**src/rtl/fetch_pkg.sv**
```systemverilog
// rtl/fetch_pkg.sv - shared types and defaults for the fetch/PC stage
package fetch_pkg;

    typedef enum logic [1:0] {
        IDLE   = 2'd0,
        RUN    = 2'd1,
        HALTED = 2'd2
    } fetch_state_t;

    localparam int IA_WIDTH_DEF  = 8;
    localparam int CNT_WIDTH_DEF = 16;

endpackage

```
**src/rtl/fetch_pc_unit_retire_counter.sv**
```systemverilog
// rtl/fetch_pc_unit_retire_counter.sv - saturating retired-instruction counter with clear
module retire_counter #(
    parameter int CNT_WIDTH = 16
) (
    input  logic                 clk,
    input  logic                 rst,
    input  logic                 i_clr,
    input  logic                 i_en,
    output logic [CNT_WIDTH-1:0] o_count
);

    logic [CNT_WIDTH-1:0] r_count;

    // Sticks at all-ones rather than wrapping.
    always_ff @(posedge clk or posedge rst) begin
        if (rst) begin
            r_count <= '0;
        end else if (i_clr) begin
            r_count <= '0;
        end else if (i_en && (r_count != {CNT_WIDTH{1'b1}})) begin
            r_count <= r_count + CNT_WIDTH'(1);
        end
    end

    assign o_count = r_count;

endmodule

```
**src/rtl/fetch_pc_unit.sv**
```systemverilog
// rtl/fetch_pc_unit.sv - PC register and IDLE/RUN/HALTED fetch sequencer
// Optional retired-instruction counter enabled by FETCH_RETIRE_CNT_EN.
module fetch_pc_unit
    import fetch_pkg::*;
#(
    parameter int IA_WIDTH  = IA_WIDTH_DEF,
    parameter int CNT_WIDTH = CNT_WIDTH_DEF
) (
    input  logic                 clk,
    input  logic                 reset,
    input  logic                 start_i,
    input  logic [IA_WIDTH-1:0]  start_addr_i,
    input  logic                 stall_i,
    input  logic                 halt_i,
    input  logic                 jump_en_i,
    input  logic                 branch_taken_i,
    input  logic [IA_WIDTH-1:0]  destination_i,
    output logic [IA_WIDTH-1:0]  pc_o,
`ifdef FETCH_RETIRE_CNT_EN
    output logic [CNT_WIDTH-1:0] retired_o,
`endif
    output logic                 fetch_valid_o,
    output logic                 done_o
);

    fetch_state_t        r_state;
    fetch_state_t        w_next_state;
    logic [IA_WIDTH-1:0] r_pc;
    logic [IA_WIDTH-1:0] w_next_pc;

    always_ff @(posedge clk or posedge reset) begin
        if (reset) begin
            r_state <= IDLE;
            r_pc    <= '0;
        end else begin
            r_state <= w_next_state;
            r_pc    <= w_next_pc;
        end
    end

    always_comb begin
        w_next_state = r_state;
        w_next_pc    = r_pc;
        case (r_state)
            RUN: begin
                // Stall outranks everything, halt outranks any redirect.
                if (!stall_i) begin
                    if (halt_i) begin
                        w_next_state = HALTED;
                    end else if (jump_en_i || branch_taken_i) begin
                        w_next_pc = destination_i;
                    end else begin
                        w_next_pc = r_pc + IA_WIDTH'(1);
                    end
                end
            end
            default: begin
                if (start_i) begin
                    w_next_state = RUN;
                    w_next_pc    = start_addr_i;
                end
            end
        endcase
    end

    assign pc_o          = r_pc;
    assign fetch_valid_o = (r_state == RUN) && !stall_i;
    assign done_o        = (r_state == HALTED);

`ifdef FETCH_RETIRE_CNT_EN
    logic w_start_accept;
    logic w_retire_en;

    assign w_start_accept = start_i && (r_state != RUN);
    assign w_retire_en    = fetch_valid_o && !halt_i;

    retire_counter #(
        .CNT_WIDTH (CNT_WIDTH)
    ) u_retire_counter (
        .clk     (clk),
        .rst     (reset),
        .i_clr   (w_start_accept),
        .i_en    (w_retire_en),
        .o_count (retired_o)
    );
`endif

endmodule

```
**config.mk**
```make
export PLATFORM = sky130hd
export DESIGN_NAME = fetch_pc_unit
export DESIGN_NICKNAME = d
export VERILOG_FILES = /design/src/rtl/fetch_pkg.sv /design/src/rtl/fetch_pc_unit_retire_counter.sv /design/src/rtl/fetch_pc_unit.sv
export SDC_FILE = /design/constraint.sdc
export NUM_CORES = 1
export LEC_CHECK = 0
export ABC_AREA = 1
export BUFFER_PORTS_ARGS = -buffer_cell sky130_fd_sc_hd__buf_2
export CAP_MARGIN = 25
export CORE_ASPECT_RATIO = 0.9
export CORE_MARGIN = 1.5
export CORE_UTILIZATION = 50
export CTS_BUF_LIST = sky130_fd_sc_hd__clkbuf_8 sky130_fd_sc_hd__clkbuf_16
export DETAILED_ROUTE_END_ITERATION = 7
export GPL_TIMING_DRIVEN = 0
export PLACE_DENSITY = 0.83
export SYNTH_ARGS = -nofsm -noshare
export SYNTH_HDL_FRONTEND = slang
export SYNTH_SLANG_ARGS = --single-unit
```
**constraint.sdc**
```tcl
create_clock -name clk -period 2.1 [get_ports clk]
set_input_delay 0.21 -clock clk [delete_from_list [all_inputs] [get_ports clk]]
set_output_delay 0.21 -clock clk [all_outputs]
set_load 0.02 [all_outputs]
```
# Yosys cells after proc, flatten, opt, wreduce, memory -nomap -nowiden

Index checks and enable logic that the tools add are counted.

$add $sub $neg: 1
Multiply operators: 0
Divide/modulo/power cells: 0
$lt $le $gt $ge: 0
Equality and inequality tests: 5
Shift-type cells: 0
Muxes and demuxes: 9
Bitwise gates (word level): 0
Reductions and logical operators: 6

Operators by type and width:

| operator                                      | count |
|---|---|
| two-way mux 8 bit                             | 5 |
| adder 8 x 1 -> 8 bit, second input constant   | 1 |
| two-way mux 2 bit                             | 4 |
| != test 2 bit, second input constant          | 3 |
| AND reduction 3 bit                           | 2 |
| == test 2 x 1 -> 1 bit, second input constant | 1 |
| == test 2 bit, second input constant          | 1 |
| nonzero test 2 bit                            | 1 |
| logical AND 1 bit                             | 1 |
| zero test 1 bit                               | 1 |
| logical OR 1 bit                              | 1 |

Flip-flop bits (word level): 10
Latch bits: 0
Memory bits (writable): 0
ROM bits: 0
Output and inout port bits: 10
Word-level logic and storage cells: 23
Memories kept: 0

# Logic depth before layout (Yosys ltp)

Gate-level depths: netlist of run 1.

Depth after elaboration: 5
Gate-level depth with buffers: 8
Mapped depth without buffers: 8

# Least setup slack after synthesis of run 1

No wires, ideal clock.

Kind: flip-flop to flip-flop
Start: register r_pc[0] (netlist: pc_o[0])
End: register r_pc[2] (netlist: pc_o[2])
Library setup time: 0.128 ns
Arrival: 1.215 ns
Required time: 1.972 ns
Setup slack: 0.758 ns
Stages on the path, launching flop included: 7
Buffers on the path: 0
Clock period less this slack: 1.342 ns
Cell sequence: dfrtp_1 -> ha_1 -> or2_2 -> nand3_1 -> nand2_1 -> o21ai_0 -> o21ai_1

Word-level cells in the longest chain between the ends: 5

RTL lines:

| what                   | RTL line            | RTL |
|---|---|---|
| from (decl)            | fetch_pc_unit.sv:28 | `logic [IA_WIDTH-1:0] r_pc;` |
| from (signal assigned) | fetch_pc_unit.sv:37 | `r_pc <= w_next_pc;` |
| adder 8 x 1 -> 8 bit   | fetch_pc_unit.sv:53 | `w_next_pc = r_pc + IA_WIDTH'(1);` |
| two-way mux 8 bit      | fetch_pc_unit.sv:50 | `end else if (jump_en_i \|\| branch_taken_i) begin` |
| two-way mux 8 bit      | fetch_pc_unit.sv:48 | `if (halt_i) begin` |
| two-way mux 8 bit      | fetch_pc_unit.sv:47 | `if (!stall_i) begin` |
| two-way mux 8 bit      | fetch_pc_unit.sv:44 | `case (r_state)` |

No other way between the ends. The select of a mux whose other input is x is not followed.
A chain may end at the register's enable or synchronous reset.

# Final worst setup path of run 1

Start: register r_state[1]
End: output port fetch_valid_o

Word-level cells in the longest chain between the ends: 2

RTL lines:

| what                   | RTL line            | RTL |
|---|---|---|
| from (decl)            | fetch_pc_unit.sv:26 | `fetch_state_t r_state;` |
| from (signal assigned) | fetch_pc_unit.sv:36 | `r_state <= w_next_state;` |
| == test 2 x 1 -> 1 bit | fetch_pc_unit.sv:67 | `assign fetch_valid_o = (r_state == RUN) && !stall_i;` |
| logical AND 1 bit      | fetch_pc_unit.sv:67 |  |
| to (decl)              | fetch_pc_unit.sv:22 | `output logic fetch_valid_o,` |

No other way between the ends.

==> results of run 1 <==
power groups by stage:
stage	combinational, mW	clock, mW	sequential (mW)
3_5_place_dp	0.892	0	0.407
2_1_floorplan	0.575	0	0.481
4_1_cts	0.901	0.197	0.404
5_1_grt	1.01	0.207	0.421
6_report	0.898	0.197	0.408
3_3_place_gp	0.867	0	0.397
repair_timing:
item	in CTS	in global routing
setup endpoints to repair	0	0
buffers inserted	0	0
hold endpoints to repair	10	0
hold buffers	1	0
final timing paths:
kind                       startpoint             to  slack [ns]  depth (start not counted)
min                            halt_i     r_state[1]        0.26                          3
min reg2reg                r_state[0]     r_state[0]        0.55                          2
max                        r_state[1]  fetch_valid_o        0.72                          4
max reg2reg                r_state[0]        pc_o[7]        0.75                          7
min in group asynchronous       reset        pc_o[4]        0.52                          3
max in group asynchronous       reset        pc_o[6]        1.29                          3
cells in the mapped netlist:
cell	n
o21ai_1	4
a21boi_1	2
a21oi_1	2
nand4_1	1
inv_1	14
nand2_1	38
nor2_1	24
o21ai_0	8
ha_1	1
a21oi_2	1
dfrtp_1	10
o21a_1	1
inv_2	1
nand3_1	9
or2_2	1
nor2_4	3
o21ai_4	1
buf_4	2
registers in the layout (all words and copies together) (netlist names):
| name | flops |
|---|---|
| pc_o | 8 |
| r_state | 2 |
per-stage QoR:
step | worst slack (ns) | power [mW] | hold WS (ns) | cell area, µm² | cells
2_1_floorplan | 0.758 | 1.06 | 0.0502 | 776 | 123
3_3_place_gp | 0.787 | 1.26 | 0.209 | 955 | 170
3_5_place_dp | 0.761 | 1.30 | 0.217 | 955 | 170
4_1_cts | 0.718 | 1.50 | 0.261 | 1010 | 174
5_1_grt | 0.652 | 1.64 | 0.292 | 1010 | 174
6_report | 0.720 | 1.50 | 0.261 | 1010 | 174
area by class of cell:
cell class / count / area share (%)
multi-input cells: 96 / 45.1
flip-flops and latches: 10 / 24.9
repair buffers: 33 / 16.9
inverters: 15 / 5.60
clock buffers: 3 / 4.10
well taps: 15 / 1.87
plain buffers: 2 / 1.49
metal layers:
metal	up-vias	global-route usage, %	share of wire [%]
met2	33	46.4	49
met3	4	3.15	7.4
met5	-	0	0
met4	0	9.09	0.92
li1	459	-	-
met1	411	30.6	43
critical path, stage by stage (launching register included):
cell     delay (ns)
dfrtp_1        0.40
inv_1          0.10
nand2_1        0.10
nor2_4         0.15
buf_2          0.19
cell families (layout without fill, tap and decap cells):
kind of cell,count (synthesis),count (layout),share of synthesized area [%]
AND/OR/NAND/NOR,76,76,41.8
AO/OA/AOI/OAI,19,19,15.2
buffers and inverters,17,53,9.19
adder cells (fa/ha/maj),1,1,1.61
flip-flops,10,10,32.3
==> flow_summary.json, run 1 <==
{
  "via_per_inst": 5.21,
  "grtUsageTotal_pct": 25.3,
  "clk_latency_ns": 0.23,
  "cts_sinks": 10,
  "register_area_um2": 250,
  "p_sw_uw": 762,
  "die_width_um": 44.5,
  "first_pass_iters": 6,
  "grt_pass1_wl_mm": 3.28,
  "slew_viol_final": 0,
  "grt_max_degree": 11,
  "grt-ovfl-total": 0,
  "clockBufferDepth": 2,
  "vias": 907,
  "p_per_area_mw_per_mm2": 1490,
  "pwr-share-seq_pct": 27.1,
  "ys_seq_area_share_pct": 32.3,
  "postLayoutCoreUtil_pct": 69.5,
  "die_y_um": 40.4,
  "critPathRequiredTime_ns": 1.89,
  "start_util_pct": 53.6,
  "syn_inst": 123,
  "nFillCells": 131,
  "multi_input_area_um2": 454,
  "total_leakage_power_nw": 0.551,
  "dieArea_mm2": 0.00180,
  "root_buffer": "clkbuf_8",
  "synth_top_area_share_pct": 32.3,
  "dp_hpwl_mm": 1.51,
  "rsz0062_at_grt": "false",
  "worst_slew_pin_slew_ns": 0.414,
  "period_minus_slack_ns": 1.38,
  "design.core.area_mm2": 0.00145,
  "failed_checks": "DRC",
  "drc": 2,
  "intPower_uw": 741,
  "status": "finished with violations",
  "final_common_cell": "nand2_1",
  "wl_per_cell_um": 11.2,
  "fin_nets": 185,
  "crit_type": "reg -> out",
  "fin_crit_sh_pct": 65.7,
  "combinationalPowerShare_pct": 59.8,
  "final_cell_mix": "nand2_1 (38), buf_2 (32), nor2_1 (24)",
  "yosysTopAreaCell": "dfrtp_1",
  "p_sw_share_pct": 50.7,
  "synth_area_leaders": "dfrtp_1 (32%), nand2_1 (18%), nor2_1 (12%)",
  "arrival_ns": 1.17,
  "ys_ff_latch": 10,
  "syn_to_final_growth_pct": 29.7,
  "cp-end-kind": "primary output",
  "netlist_area_um2": 776,
  "antenna_found_initial": 0,
  "drt-total-wl_mm": 1.95,
  "cts_resized": 0,
  "h-tree-depth": 1,
  "io-pin-count": 33,
  "portBuffers": 32,
  "cts_tree": "built",
  "finalHoldViolCount": 0,
  "n_antenna_cell": 0,
  "maxCapViolCount": 0,
  "clkTransAtPathRegs_ns": 0.05,
  "critPathMaxFanout": 4,
  "place_congestion": 0.790,
  "skew_ns": 0.00204,
  "slew-limit-headroom_pct": 72.4,
  "hp-class": "in -> reg",
  "syn_nets": 147,
  "finalSetupViolations": 0,
  "row_count": 13,
  "syn_area_per_cell_um2": 6.31,
  "ys_types": 18,
  "clkPwrFrac_pct": 13.1,
  "setup_tns_ns": 0,
  "grt_pass1_vias": 836,
  "synth-warning-count": 0,
  "cp-start-kind": "register",
  "fmax_mhz": 725,
  "cts_buffers": 3,
  "layout-drive-gt1-share_pct": 27.7,
  "drtAntennaViolNets": 0,
  "ir_drop_v": 0.00108,
  "drt_iter0_drc": 18
}
Note: power is estimated with default switching activity, not from simulation.
==> run 2, diff against run 1 <==
CORE_UTILIZATION = 42   (was 50)
PLACE_DENSITY = 0.75   (was 0.83)
clock period = 1.1 ns   (was 2.1 ns; I/O delays follow)
==> run 2 against run 1 <==
The flow finishes with violations (setup timing). Sequential power is 98% higher. Non-clock buffer count up 13. Combinational power rose to 2.6 times the previous value. Register-to-register slack lost 0.92 ns. Highest routed layer unchanged. Largest power group unchanged. Sequential cell count did not move.
==> flow_summary.json, run 2 (same netlist as run 1, synthesis figures left out) <==
{
  "status": "finished with violations",
  "failed_checks": "setup timing",
  "slew-limit-headroom_pct": 71.4,
  "ir_drop_v": 0.00215,
  "fin_crit_sh_pct": 115,
  "largest_reg_flops": 8,
  "die_y_um": 43.8,
  "hp-class": "in -> reg",
  "cp_top_family": "flip-flops",
  "h-tree-depth": 1,
  "start_util_pct": 45.7,
  "cts_tree": "built",
  "nFillCells": 153,
  "skew_ns": 0.00186,
  "cp_num_buf_inv": 2,
  "grtUsageTotal_pct": 22.0,
  "critPathMaxFanout": 10,
  "place_congestion": 0.809,
  "fmax_mhz": 789,
  "rsz0062_at_grt": "true",
  "grt_pass1_vias": 884,
  "root_buffer": "clkbuf_8",
  "portBuffers": 32,
  "combinationalPowerShare_pct": 65.0,
  "p_sw_share_pct": 46.3,
  "final_cell_mix": "nand2_1 (36), buf_2 (30), nor2_1 (23)",
  "grt_pass1_wl_mm": 3.61,
  "antenna_found_initial": 0,
  "clk_latency_ns": 0.23,
  "cp-start-kind": "register",
  "crit_chain": "inv_2 -> nand2_2 -> buf_4 -> a21oi_1 -> nand2_1 -> o21ai_2 -> o21ai_1",
  "place_inst": 179,
  "cp-end-kind": "register",
  "drtAntennaViolNets": 0,
  "setup_ws_ns": -0.168,
  "n_antenna_cell": 0,
  "io-pin-count": 33,
  "dp_hpwl_mm": 1.53,
  "clockBufferDepth": 2,
  "grt_max_degree": 11,
  "slew_viol_final": 0,
  "worst_slew_pin_slew_ns": 0.428,
  "grt-ovfl-total": 0,
  "pwr-share-seq_pct": 22.2,
  "first_pass_iters": 4,
  "layout-drive-gt1-share_pct": 40.2,
  "syn_to_final_growth_pct": 54.5,
  "period_minus_slack_ns": 1.27,
  "row_count": 14,
  "register_area_um2": 254,
  "wl_per_cell_um": 11.3,
  "clkPwrFrac_pct": 12.9,
  "cts_sinks": 10,
  "p_per_area_mw_per_mm2": 3040,
  "maxCapViolCount": 0,
  "crit_type": "reg -> reg",
  "via_per_inst": 4.77,
  "cts_buffers": 3,
  "clkTransAtPathRegs_ns": 0.05,
  "dpl-instance-area_um2": 991,
  "vias": 945,
  "final_common_cell": "nand2_1",
  "setup_tns_ns": -1.25,
  "p_sw_mw": 1.69,
  "multi_input_area_um2": 500,
  "dp_slack_ns": -0.245,
  "worst_path_max_delay_cell": "dfrtp_1",
  "fin_cells": 198,
  "drt_iter0_drc": 15,
  "critPathMaxStageDelay_ns": 0.41,
  "design.core.area_mm2": 0.00170,
  "postLayoutCellArea_mm2": 0.00120,
  "finalHoldViolCount": 0,
  "dieArea_mm2": 0.00211,
  "finalSetupViolations": 11,
  "die_width_um": 48.3,
  "arrival_ns": 1.38,
  "total_leakage_power_nw": 0.627,
  "critPathRequiredTime_ns": 1.21,
  "drc": 0,
  "drt-total-wl_mm": 2.23,
  "fin_nets": 199,
  "intPower_mw": 1.96
}
## run 2: cell types whose count changed in the layout (fill, tap and decap cells not counted), sizes merged
cell and change:
clkbuf +1, buf +13, o21ai +1
## run 2: worst min-delay path: cells and delay by family
| kind | cells | cell delay, ns |
|---|---|---|
| buffers and inverters | 1 | 0.11 |
| AND/OR/NAND/NOR | 1 | 0.08 |
| AO/OA/AOI/OAI | 1 | 0.06 |
## run 2: worst paths after layout
check	startpoint	end	slack, ns	cells past startpoint
setup / recovery	r_state[1]	pc_o[2]	-0.17	7
hold / removal	halt_i	r_state[1]	0.16	3
setup reg to reg	r_state[1]	pc_o[2]	-0.17	7
hold reg to reg	pc_o[2]	pc_o[2]	0.61	2
max in group asynchronous	reset	pc_o[0]	0.36	3
min in group asynchronous	reset	pc_o[1]	0.42	3
## run 2: power by group through the flow
| stage | combinational, mW | clock, mW | sequential [mW] |
|---|---|---|---|
| final | 2.37 | 0.469 | 0.808 |
| after global routing | 2.59 | 0.492 | 0.837 |
| after CTS | 2.20 | 0.478 | 0.795 |
| after detailed placement | 1.77 | 0 | 0.811 |
| after global placement | 1.71 | 0 | 0.796 |
| after floorplan | 1.15 | 0 | 0.951 |
## run 2: timing repair
item	4_1_cts	5_1_grt
setup endpoints to repair	9	12
gates cloned	1	0
endpoints found under the hold margin	10	0
buffers inserted	11	2
hold buffers	1	0
resized for setup	8	7
pin swaps	5	3
## run 2: final cells by class
| type | instances | area share, % |
|---|---|---|
| Inverter | 15 | 4.70 |
| Clock buffer | 4 | 4.59 |
| Multi-Input combinational cell | 97 | 41.8 |
| Tap cell | 24 | 2.51 |
| Sequential cell | 10 | 21.2 |
| Buffer | 2 | 1.25 |
| Timing Repair Buffer | 46 | 24.0 |
## run 2: routing by layer
layer  wire length, µm  track usage, %
met5                 0               0
met4                 8            6.29
met3                91            3.45
met2              1140            41.1
met1               993            26.6
## run 2: stage by stage
stage          utilization, %  hold WS [ns]  power [mW]
6_report                 70.5         0.163        3.64
2_1_floorplan               -       -0.0500        2.10
3_3_place_gp             58.3         0.113        2.51
3_5_place_dp             58.3         0.131        2.58
5_1_grt                  70.5         0.181        3.92
4_1_cts                  68.4         0.166        3.47
==> run 3, diff against run 2 <==
SKIP_CTS_REPAIR_TIMING = 1   (was default)
==> run 3 against run 2 <==
The run still ends with setup timing left. Non-clock buffer count shrank 9. Register-to-register slack worse by 0.04 ns. Clock power decreased by 0.9%. Combinational power decreased by 17%. Hold slack better by 0.00064 ns. Global-route usage shrank 2.6 points. First-iteration DRC count is 60% higher. Die area did not move. Sequential cell count stayed put. Sequential power down 0.5%. Critical path type unchanged.
==> flow_summary.json, run 3 (same netlist as run 1, synthesis figures left out) <==
{
  "status": "finished with violations",
  "failed_checks": "setup timing",
  "h-tree-depth": 1,
  "antenna_found_initial": 0,
  "drt-total-wl_mm": 1.97,
  "finalHoldViolCount": 0,
  "crit_chain": "inv_2 -> nor2_4 -> nor2_4 -> o21ai_4 -> nand2_1 -> a21boi_1",
  "via_per_inst": 4.68,
  "design.core.area_mm2": 0.00170,
  "fin_cells": 189,
  "cts_buffers": 3,
  "period_minus_slack_ns": 1.31,
  "rsz0062_at_grt": "true",
  "nFillCells": 172,
  "arrival_ns": 1.43,
  "cts_tree": "built",
  "cp-end-kind": "register",
  "dieArea_mm2": 0.00211,
  "cp-start-kind": "register",
  "hold_slack_ns": 0.163,
  "place_congestion": 0.809,
  "dp_hpwl_mm": 1.53,
  "maxCapViolCount": 0,
  "cts_sinks": 10,
  "skew_ns": 0.00146,
  "critPathRequiredTime_ns": 1.22,
  "start_util_pct": 45.7,
  "crit_type": "reg -> reg",
  "vias": 884,
  "fin_crit_sh_pct": 119,
  "final_common_cell": "nand2_1",
  "first_pass_iters": 4,
  "clk_latency_ns": 0.23,
  "grtUsageTotal_pct": 19.4,
  "slew-limit-headroom_pct": 71.9,
  "cpMostUsedCell": "nor2_4",
  "place_inst": 179,
  "clkTransAtPathRegs_ns": 0.05,
  "layout-drive-gt1-share_pct": 35.2,
  "clockBufferDepth": 2,
  "fmax_mhz": 766,
  "wl_per_cell_um": 10.4,
  "io-pin-count": 33,
  "die_y_um": 43.8,
  "grt_pass1_vias": 783,
  "grt-ovfl-total": 0,
  "worst_path_max_delay_cell": "dfrtp_1",
  "n_antenna_cell": 0,
  "finalSetupViolations": 11,
  "drc": 0,
  "row_count": 14,
  "largest_reg_flops": 8,
  "drt_iter0_drc": 24,
  "ir_drop_v": 0.00198,
  "worst_slew_pin_slew_ns": 0.421,
  "setup_ws_ns": -0.206,
  "syn_to_final_growth_pct": 43.2,
  "p_per_area_mw_per_mm2": 2910,
  "hp-class": "in -> reg",
  "setup_tns_ns": -1.74,
  "grt_pass1_wl_mm": 3.19,
  "root_buffer": "clkbuf_8",
  "die_width_um": 48.3,
  "grt_max_degree": 11,
  "p_total_mw": 3.23,
  "total_leakage_power_nw": 0.580,
  "portBuffers": 32,
  "critPathMaxStageDelay_ns": 0.41,
  "slew_viol_final": 0,
  "critPathMaxFanout": 8,
  "drtAntennaViolNets": 0,
  "fin_nets": 190,
  "final_cell_mix": "nand2_1 (36), buf_2 (30), nor2_1 (24)"
}
[run 3: changes by cell type in the layout (fill, tap and decap cells not counted)]
| cell | before | now |
|---|---|---|
| o21ai_2 | 2 | 1 |
| o21ai_0 | 3 | 6 |
| nor2_4 | 4 | 3 |
| buf_6 | 4 | 2 |
| o21ai_1 | 8 | 6 |
| dfrtp_2 | 3 | 2 |
| buf_4 | 13 | 6 |
| dfrtp_1 | 7 | 8 |
| nor2_1 | 23 | 24 |
[run 3: layout make-up]
type	instances	area [µm²]	area share (%)
timing repair buffer	37	213	19.1
sequential	10	253	22.7
tap	24	30.0	2.70
inverter	15	56.3	5.07
clock buffer	4	55.1	4.95
multi-input combinational	97	489	44.0
buffer	2	15.0	1.35
[run 3: path summary, 6_finish.rpt]
kind | slack [ns] | end | cells past startpoint | startpoint
max | -0.21 | pc_o[6] | 6 | r_state[0]
min | 0.16 | r_state[1] | 3 | halt_i
max reg2reg | -0.21 | pc_o[6] | 6 | r_state[0]
min reg2reg | 0.57 | r_state[0] | 2 | r_state[0]
max in group asynchronous | 0.37 | pc_o[0] | 3 | reset
min in group asynchronous | 0.41 | r_state[1] | 3 | reset
[run 3: metal layers]
| layer | wire (µm) | track usage [%] | share of wire [%] |
|---|---|---|---|
| met5 | 0 | 0 | 0 |
| met4 | 8 | 5.14 | 0.41 |
| met3 | 83 | 3.45 | 4.2 |
| met2 | 982 | 34.4 | 50 |
| met1 | 894 | 24.7 | 45 |
[run 3: power breakdown]
group / internal (mW) / switching, mW / total, mW
sequential: 0.565 / 0.239 / 0.804
clock: 0.315 / 0.150 / 0.465
combinational: 0.808 / 1.15 / 1.96
total: 1.69 / 1.54 / 3.23
[run 3: critical path: cells and delay by family, from the launching register on]
| family | cells | cell delay [ns] |
|---|---|---|
| buffers and inverters | 1 | 0.06 |
| DFF | 1 | 0.41 |
| AOI/OAI and AO/OA | 2 | 0.34 |
| and+or+nand+nor | 3 | 0.37 |
[run 3: metrics by stage]
| step | instance area [µm²] | util, % | setup slack (ns) |
|---|---|---|---|
| after floorplan | 801 | - | -0.116 |
| after global placement | 991 | 58.3 | -0.197 |
| after detailed placement | 991 | 58.3 | -0.245 |
| after CTS | 1050 | 61.6 | -0.255 |
| after global routing | 1110 | 65.4 | -0.298 |
| final | 1110 | 65.4 | -0.206 |
